$ cat src/rtl/mem_bus_ctrl_pkg.sv
// Shared widths, access-size codes and controller state encoding for the
// data-memory bus controller.
package mem_bus_ctrl_pkg;

   localparam int MEM_ADDR_W  = 32;
   localparam int MEM_DATA_W  = 32;
   localparam int DATA_TYPE_W = 3;

   localparam logic [DATA_TYPE_W-1:0] DATATYPE_BYTE  = 3'd0;
   localparam logic [DATA_TYPE_W-1:0] DATATYPE_HALF  = 3'd1;
   localparam logic [DATA_TYPE_W-1:0] DATATYPE_WORD  = 3'd2;
   localparam logic [DATA_TYPE_W-1:0] DATATYPE_UBYTE = 3'd3;
   localparam logic [DATA_TYPE_W-1:0] DATATYPE_UHALF = 3'd4;

   localparam logic [MEM_DATA_W-1:0] DATA_ZERO = '0;

   typedef enum logic [2:0] {
      MC_IDLE   = 3'd0,
      MC_RD     = 3'd1,
      MC_WR     = 3'd2,
      MC_RMW_RD = 3'd3,
      MC_RMW_WR = 3'd4
   } mc_state_t;

   // Only signed sub-word codes need a read-modify-write; unsigned codes on a store act as word.
   function automatic logic is_subword(input logic [DATA_TYPE_W-1:0] dtype);
      return (dtype == DATATYPE_BYTE) || (dtype == DATATYPE_HALF);
   endfunction

endpackage

$ cat src/rtl/mem_bus_watchdog.sv
// Counts bus cycles spent waiting for ack and flags the cycle in which the
// wait budget is used up.
module mem_bus_watchdog #(
   parameter int TIMEOUT_CYCLES = 255,
   parameter int CNT_W          = 8
) (
   input  logic clk,
   input  logic rst,
   input  logic clear,
   input  logic count_en,
   output logic timeout
);

   logic [CNT_W-1:0] cnt_reg;

   always_ff @(posedge clk) begin
      if (rst || clear) begin
         cnt_reg <= '0;
      end else if (count_en) begin
         cnt_reg <= cnt_reg + CNT_W'(1);
      end
   end

   // Fires in the TIMEOUT_CYCLES-th consecutive waiting cycle.
   assign timeout = count_en && (cnt_reg == CNT_W'(TIMEOUT_CYCLES - 1));

endmodule

$ cat src/rtl/mem_bus_ctrl.sv
// Turns mem_wb's combinational load/store intent into req/ack bus phases,
// sequencing read-modify-write for sub-word stores and stalling until done.
module mem_bus_ctrl
   import mem_bus_ctrl_pkg::*;
#(
   parameter int TIMEOUT_CYCLES = 255,
   parameter int CNT_W          = 8
) (
   input  logic                   clk,
   input  logic                   rst,
   input  logic                   mem_enable_i,
   input  logic                   w_mem_enable_i,
   input  logic                   r_mem_enable_i,
   input  logic [MEM_ADDR_W-1:0]  w_mem_addr_i,
   input  logic [MEM_ADDR_W-1:0]  r_mem_addr_i,
   input  logic [MEM_DATA_W-1:0]  w_mem_data_i,
   input  logic [DATA_TYPE_W-1:0] data_type_i,
   output logic [MEM_DATA_W-1:0]  r_mem_data_o,
   output logic                   stall_o,
   output logic                   err_o,
   output logic                   bus_req_o,
   output logic                   bus_we_o,
   output logic [MEM_ADDR_W-1:0]  bus_addr_o,
   output logic [MEM_DATA_W-1:0]  bus_wdata_o,
   input  logic [MEM_DATA_W-1:0]  bus_rdata_i,
   input  logic                   bus_ack_i
);

   mc_state_t             state_reg, state_next;
   logic                  req_reg, req_next;
   logic                  we_reg, we_next;
   logic [MEM_ADDR_W-1:0] addr_reg, addr_next;
   logic [MEM_DATA_W-1:0] wdata_reg, wdata_next;
   logic [MEM_DATA_W-1:0] rdata_q_reg, rdata_q_next;
   logic                  ack_valid;
   logic                  timeout;

   // A stray ack while no request is outstanding must not advance anything.
   assign ack_valid = bus_ack_i && req_reg;

   mem_bus_watchdog #(
      .TIMEOUT_CYCLES (TIMEOUT_CYCLES),
      .CNT_W          (CNT_W)
   ) u_watchdog (
      .clk      (clk),
      .rst      (rst),
      .clear    (!req_reg),
      .count_en (req_reg && !bus_ack_i),
      .timeout  (timeout)
   );

   always_ff @(posedge clk) begin
      if (rst) begin
         state_reg   <= MC_IDLE;
         req_reg     <= 1'b0;
         we_reg      <= 1'b0;
         addr_reg    <= '0;
         wdata_reg   <= '0;
         rdata_q_reg <= '0;
      end else begin
         state_reg   <= state_next;
         req_reg     <= req_next;
         we_reg      <= we_next;
         addr_reg    <= addr_next;
         wdata_reg   <= wdata_next;
         rdata_q_reg <= rdata_q_next;
      end
   end

   always_comb begin
      state_next   = state_reg;
      req_next     = req_reg;
      we_next      = we_reg;
      addr_next    = addr_reg;
      wdata_next   = wdata_reg;
      rdata_q_next = rdata_q_reg;
      stall_o      = 1'b0;
      r_mem_data_o = rdata_q_reg;

      case (state_reg)
         MC_IDLE: begin
            if (mem_enable_i && (w_mem_enable_i || r_mem_enable_i)) begin
               stall_o  = 1'b1;
               req_next = 1'b1;
               if (w_mem_enable_i) begin
                  addr_next = w_mem_addr_i;
                  if (is_subword(data_type_i)) begin
                     state_next = MC_RMW_RD;
                     we_next    = 1'b0;
                  end else begin
                     state_next = MC_WR;
                     we_next    = 1'b1;
                     wdata_next = w_mem_data_i;
                  end
               end else begin
                  state_next = MC_RD;
                  we_next    = 1'b0;
                  addr_next  = r_mem_addr_i;
               end
            end
         end

         MC_RD, MC_RMW_RD: begin
            stall_o = 1'b1;
            if (ack_valid) begin
               r_mem_data_o = bus_rdata_i;
               rdata_q_next = bus_rdata_i;
               req_next     = 1'b0;
               if (state_reg == MC_RMW_RD) begin
                  // mem_wb has merged against bus_rdata_i this cycle.
                  state_next = MC_RMW_WR;
                  wdata_next = w_mem_data_i;
               end else begin
                  state_next = MC_IDLE;
                  stall_o    = 1'b0;
               end
            end else if (timeout) begin
               state_next   = MC_IDLE;
               req_next     = 1'b0;
               stall_o      = 1'b0;
               r_mem_data_o = DATA_ZERO;
            end
         end

         MC_WR, MC_RMW_WR: begin
            stall_o = 1'b1;
            if (!req_reg) begin
               // Gap cycle after the RMW read ack; launch the write phase.
               req_next  = 1'b1;
               we_next   = 1'b1;
               addr_next = w_mem_addr_i;
            end else if (ack_valid) begin
               state_next = MC_IDLE;
               req_next   = 1'b0;
               we_next    = 1'b0;
               stall_o    = 1'b0;
            end else if (timeout) begin
               state_next   = MC_IDLE;
               req_next     = 1'b0;
               we_next      = 1'b0;
               stall_o      = 1'b0;
               r_mem_data_o = DATA_ZERO;
            end
         end

         default: begin
            state_next = MC_IDLE;
            req_next   = 1'b0;
            we_next    = 1'b0;
         end
      endcase
   end

   assign err_o       = timeout;
   assign bus_req_o   = req_reg;
   assign bus_we_o    = we_reg;
   assign bus_addr_o  = addr_reg;
   assign bus_wdata_o = wdata_reg;

endmodule

$ cat config.mk
export PLATFORM = sky130hd
export DESIGN_NAME = mem_bus_ctrl
export DESIGN_NICKNAME = d
export VERILOG_FILES = /design/src/rtl/mem_bus_ctrl_pkg.sv /design/src/rtl/mem_bus_watchdog.sv /design/src/rtl/mem_bus_ctrl.sv
export SDC_FILE = /design/constraint.sdc
export NUM_CORES = 1
export LEC_CHECK = 0
export BUFFER_PORTS_ARGS = -buffer_cell sky130_fd_sc_hd__buf_2
export CORE_UTILIZATION = 51
export CTS_CLUSTER_SIZE = 16
export DETAILED_ROUTE_END_ITERATION = 12
export PLACE_DENSITY = 0.86
export REMOVE_ABC_BUFFERS = 1
export SETUP_SLACK_MARGIN = 0.2
export SLEW_MARGIN = 40
export SYNTH_ARGS = -nofsm -noshare
export SYNTH_HDL_FRONTEND = slang
export SYNTH_SLANG_ARGS = --single-unit
$ cat constraint.sdc
create_clock -name clk -period 3 [get_ports clk]
set_input_delay 0.3 -clock clk [delete_from_list [all_inputs] [get_ports clk]]
set_output_delay 0.3 -clock clk [all_outputs]
set_load 0.01 [all_outputs]
# After elaboration in Yosys (flattened, before gate mapping)
# Index checks and enable logic that the tools add are counted.
# totals
romBits,0
latchBits,0
elab_cells,85
output_inout_bits,100
register_bits,109
in_bits,137
n_memories,0
ramBits,0
# op_classes
n_div,0
mux,40
multipliers,0
bitwise,1
magnitude_cmp,0
n_addsub,1
n_shift,0
eq_ne,15
reduce_logical,21
# ops
op,count
$mux 32,12
$pmux 32 s2,3
$mux 3,7
$mux 1,14
$ne 2x2->1 const B,7
$pmux 1 s3,3
$pmux 3 s3,1
$add 8x1->8 const B,1
$eq 8x8->1 const B,1
$eq 3x1->1 const B,2
$eq 3x2->1 const B,2
$logic_not 3->1,2
$reduce_and 2->1,3
$reduce_and 3->1,2
$reduce_and 6->1,1
$logic_and 1x1->1,4
$ne 4x4->1 const B,1
$reduce_bool 2->1,2
$reduce_or 2->1,2
$eq 3x3->1 const B,1
$logic_or 1x1->1,3
$ne 3x3->1 const B,1
$logic_not 1->1,2
$not 1->1,1

# Depth between registers and ports, before layout
# depth
word_depth,7
ltp_mapped,7

# Cells and area by module
# From an unflattened synthesis, not the netlist that was laid out.
# hier_totals
cells_unflattened,604
hier_area_um2,5251.3
# modules_own_cells
mod,seq_area_each_um2,n_inst,cells_each,area_each_um2
mem_bus_ctrl,2021.9,1,562,4882.2
mem_bus_watchdog,160.2,1,42,369.1

# Worst setup path after synthesis
# OpenSTA, ideal clock, no wires.
# synth_path
path_type,register -> output
from,reg u_watchdog.cnt_reg[0]
to,out r_mem_data_o[0]
required_time_ns,2.700
path_buffers,1
path_stages_with_launch,8
t_arrival_ns,1.532
slack_ns,1.168
path_cell_list,dfxtp_1 inv_1 ha_1 nand4_1 o2bb2a_1 o21bai_1 buf_2 a22o_1
# synth_via
elab_chain_cells,6
elab_cells_between_ends,7
# synth_rtl
element,line,source
from (decl),mem_bus_watchdog.sv:14,logic [CNT_W-1:0] cnt_reg;
from (signal assigned),mem_bus_watchdog.sv:20,cnt_reg <= cnt_reg + CNT_W'(1);
$eq 8x8->1 *,mem_bus_watchdog.sv:25,assign timeout = count_en && (cnt_reg == CNT_W'(TIMEOUT_CYCLES - 1));
$logic_and 1x1->1 *,mem_bus_watchdog.sv:25,
$mux 32 *,"mem_bus_ctrl.sv:117, mem_bus_ctrl.sv:137",
$mux 32,mem_bus_ctrl.sv:132,end else if (ack_valid) begin
$mux 32,mem_bus_ctrl.sv:127,if (!req_reg) begin
$pmux 32 s2 *,mem_bus_ctrl.sv:80,case (state_reg)
to (decl),mem_bus_ctrl.sv:18,"output logic [MEM_DATA_W-1:0] r_mem_data_o,"
# Every way passes the cells marked *; elsewhere a longest branch is shown, timed or not.

# Worst setup path in the final report
# layout_path
from,reg req_reg (netlist: bus_req_o)
to,out r_mem_data_o[0]
# layout_via
elab_chain_cells,6
elab_cells_between_ends,8
# layout_rtl
element,line,source
from (decl),mem_bus_ctrl.sv:30,"logic req_reg, req_next;"
from (signal assigned),mem_bus_ctrl.sv:62,req_reg <= req_next;
$logic_and 1x1->1,mem_bus_ctrl.sv:48,".count_en (req_reg && !bus_ack_i),"
$logic_and 1x1->1,mem_bus_watchdog.sv:25,
$mux 32,"mem_bus_ctrl.sv:117, mem_bus_ctrl.sv:137",
$mux 32,mem_bus_ctrl.sv:132,
$mux 32,mem_bus_ctrl.sv:127,
$pmux 32 s2 *,mem_bus_ctrl.sv:80,
# Marked as above.

==> out/qor.txt <==
routed vias/inst: 5.233
total clock sinks: 109
Post-Syn Area: 0.005146 mm2
Crit. path cell count: 6
Pleak: 2.903 nW
overall routing resource usage: 23.99%
register area: 0.002182 mm2
Peak Freq: 0.3856 GHz
Syn Area/Cell: 8.591 um2
wirelength, routed: 13270 um
final hold vios: 0
Site Rows: 36
H-Tree Depth: 3
# nets final: 941
vias in the first global route: 4445
Cell Chain, Critical Path: nand4_1 > o2bb2a_1 > o21bai_2 > buf_4 > a22o_1 > buf_2
VDD IR max: 0.0002959 V
fillers: 830
Post-synth EDFFs: 0
drt wl/cell: 14.11 um
IO Port Bufs: 235
detailed-route via count: 4924
Iter 0 DRT Violations: 239
Initial Util: 52.65%
Post-synth top flop: dfxtp_1
DRT Pass-1 Iters: 4
Final Wtd Congestion: 0.8184
global-route wire length before repair: 19870 um
synth top area cells: dfxtp_1 (42%), nand2_1 (9.7%), nand2b_1 (8.3%), mux2i_1 (6.6%), a311oi_2 (5.8%)
critical path class: flop to output pin
total chip power: 3.173 mW
worst min path class: input port to flop
ANT nets after route: 0
total grt overflow: 0
startpoint class of the critical path: flop
Cell Pwr Density: 482.1 mW/mm2
Crit path buffers/inverters: 2
HPWL Detailed: 9757 um
CTS tree: done
commonest cells in the netlist: nand2_1 (133), dfxtp_1 (109), nand2b_1 (68)
Yosys reg bits: 109
Num CTS Buffers: 9
layout cells sized above 1: 35.56%
P&R area growth vs syn: 27.89%
post-synth top area share: 42.40%
R2R cell count: 5
data arrival time of the critical path: 2290 ps
Post-synth ARST share: 0%
post_cts resized: 0
Clock Tree Root: clkbuf_8
area of the multi-input gates: 0.002725 mm2
Die X: 102.5 um
Max-Slew Margin vs Limit: 55.41%
register area share after synthesis: 42.40%
fin crit period: 2593 ps
# hold bufs at CTS: 0
initial antenna violation count: 1
Worst-Skew Late Latency: 350 ps
max-capacitance violation count: 0
largest area contributor in the netlist: dfxtp_1
crit share post-route: 86.44%
Netlist cell types: 39
Worst Skew: 12.53 ps
status: completed
Critical Path Fanout Max: 32
most common cell in the netlist: nand2_1
post-synthesis cell count: 599
total core area: 0.009774 mm2
crit-path leading delay family: compound AO/OA/AOI/OAI gates
RSZ-0062 raised after global routing: no
Post-CTS Setup Bufs: 0
total die area: 0.01050 mm2
critical path data required time: 2700 ps
crit end category: output pin
Ys Warns: 0
delay of the slowest cell on the worst path: 620 ps
Worst-path clk slew: 110 ps
setup tns final: 0 ps
Max Slew Vio Count: 0
# IOs: 237
Final setup viols: 0
largest net degree at the start of global routing: 109
Worst path slowest cell: dfxtp_1
worst slew pin tran: 661.9 ps
Die Y: 102.5 um
DRC viols: 0
worst hold path depth: 3
Clock Tree Buf Depth: 2
-- worst paths after layout --
path	from	endpoint	slack [ps]
worst max-delay path	bus_req_o	r_mem_data_o[0]	410
worst min-delay path	bus_rdata_i[1]	rdata_q_reg[1]	190
worst max register to register	state_reg[1]	bus_addr_o[16]	740
worst min register to register	rdata_q_reg[21]	rdata_q_reg[21]	460
-- final cells by class --
| type | instances | share of cell area, % |
|---|---|---|
| repair buffers | 244 | 19.37 |
| inverters | 3 | 0.1711 |
| multi-input cells | 435 | 41.41 |
| diodes | 1 | 0.03802 |
| well taps | 133 | 2.529 |
| clock inverters | 5 | 1.027 |
| flip-flops and latches | 109 | 33.16 |
| clock buffers | 11 | 2.300 |
-- report_power, final --
part / leakage (nW) / internal, mW / switching, mW / total [mW]
Sequential: 0.889 / 1.54 / 0.0597 / 1.60
Combinational: 1.90 / 0.284 / 0.352 / 0.636
Clock: 0.112 / 0.443 / 0.498 / 0.941
Total: 2.90 / 2.26 / 0.910 / 3.17
-- worst min-delay path: stages --
cell     delay [ps]
buf_2           110
nand2_1          50
a21oi_1          50
-- logic make-up after synthesis --
family,after synthesis,share of synthesized area (%)
AOI/OAI and AO/OA,120,19.84
DFF,109,42.40
and+or+nand+nor,271,24.07
xor gates and xnor gates,8,1.362
adders and majority gates,2,0.4862
muxes,34,6.613
buffers and inverters,55,5.227
-- per-layer routing --
| layer | vias to the layer above | global-route usage [%] | part of all wire (%) |
|---|---|---|---|
| met1 | 2266 | 26.68 | 40 |
| met4 | 0 | 9.121 | 1.9 |
| met3 | 21 | 6.088 | 6.6 |
| met2 | 182 | 43.69 | 52 |
| li1 | 2455 | - | - |
| met5 | - | 0 | 0 |
-- cell usage in the layout (no fill, tap or decap), types with 6 or more instances in the layout --
| master | Yosys | layout |
|---|---|---|
| buf_2 | 11 | 234 |
| nand2_1 | 133 | 133 |
| dfxtp_1 | 109 | 109 |
| nand2b_1 | 68 | 68 |
| nor2_1 | 48 | 47 |
| a21oi_1 | 37 | 37 |
| mux2i_1 | 34 | 34 |
| a22o_1 | 32 | 32 |
| a311oi_2 | 20 | 20 |
| a311oi_1 | 12 | 12 |
| clkbuf_8 | 0 | 11 |
| buf_4 | 7 | 7 |
| nor3_1 | 6 | 6 |
-- metrics by stage --
stage	cells	hold WS (ps)	util [%]	worst slack, ps	area (um2)
after CTS	940	170.4	67.27	402.3	6575
after floorplan	547	367.9	-	-913.1	4888
after detailed placement	924	447.0	65.03	790.2	6356
after global routing	941	170.7	67.33	246.3	6581
after global placement	924	441.2	65.03	837.2	6356
final	941	189.4	67.33	406.9	6581
Note: power is estimated with default switching activity, not from simulation.
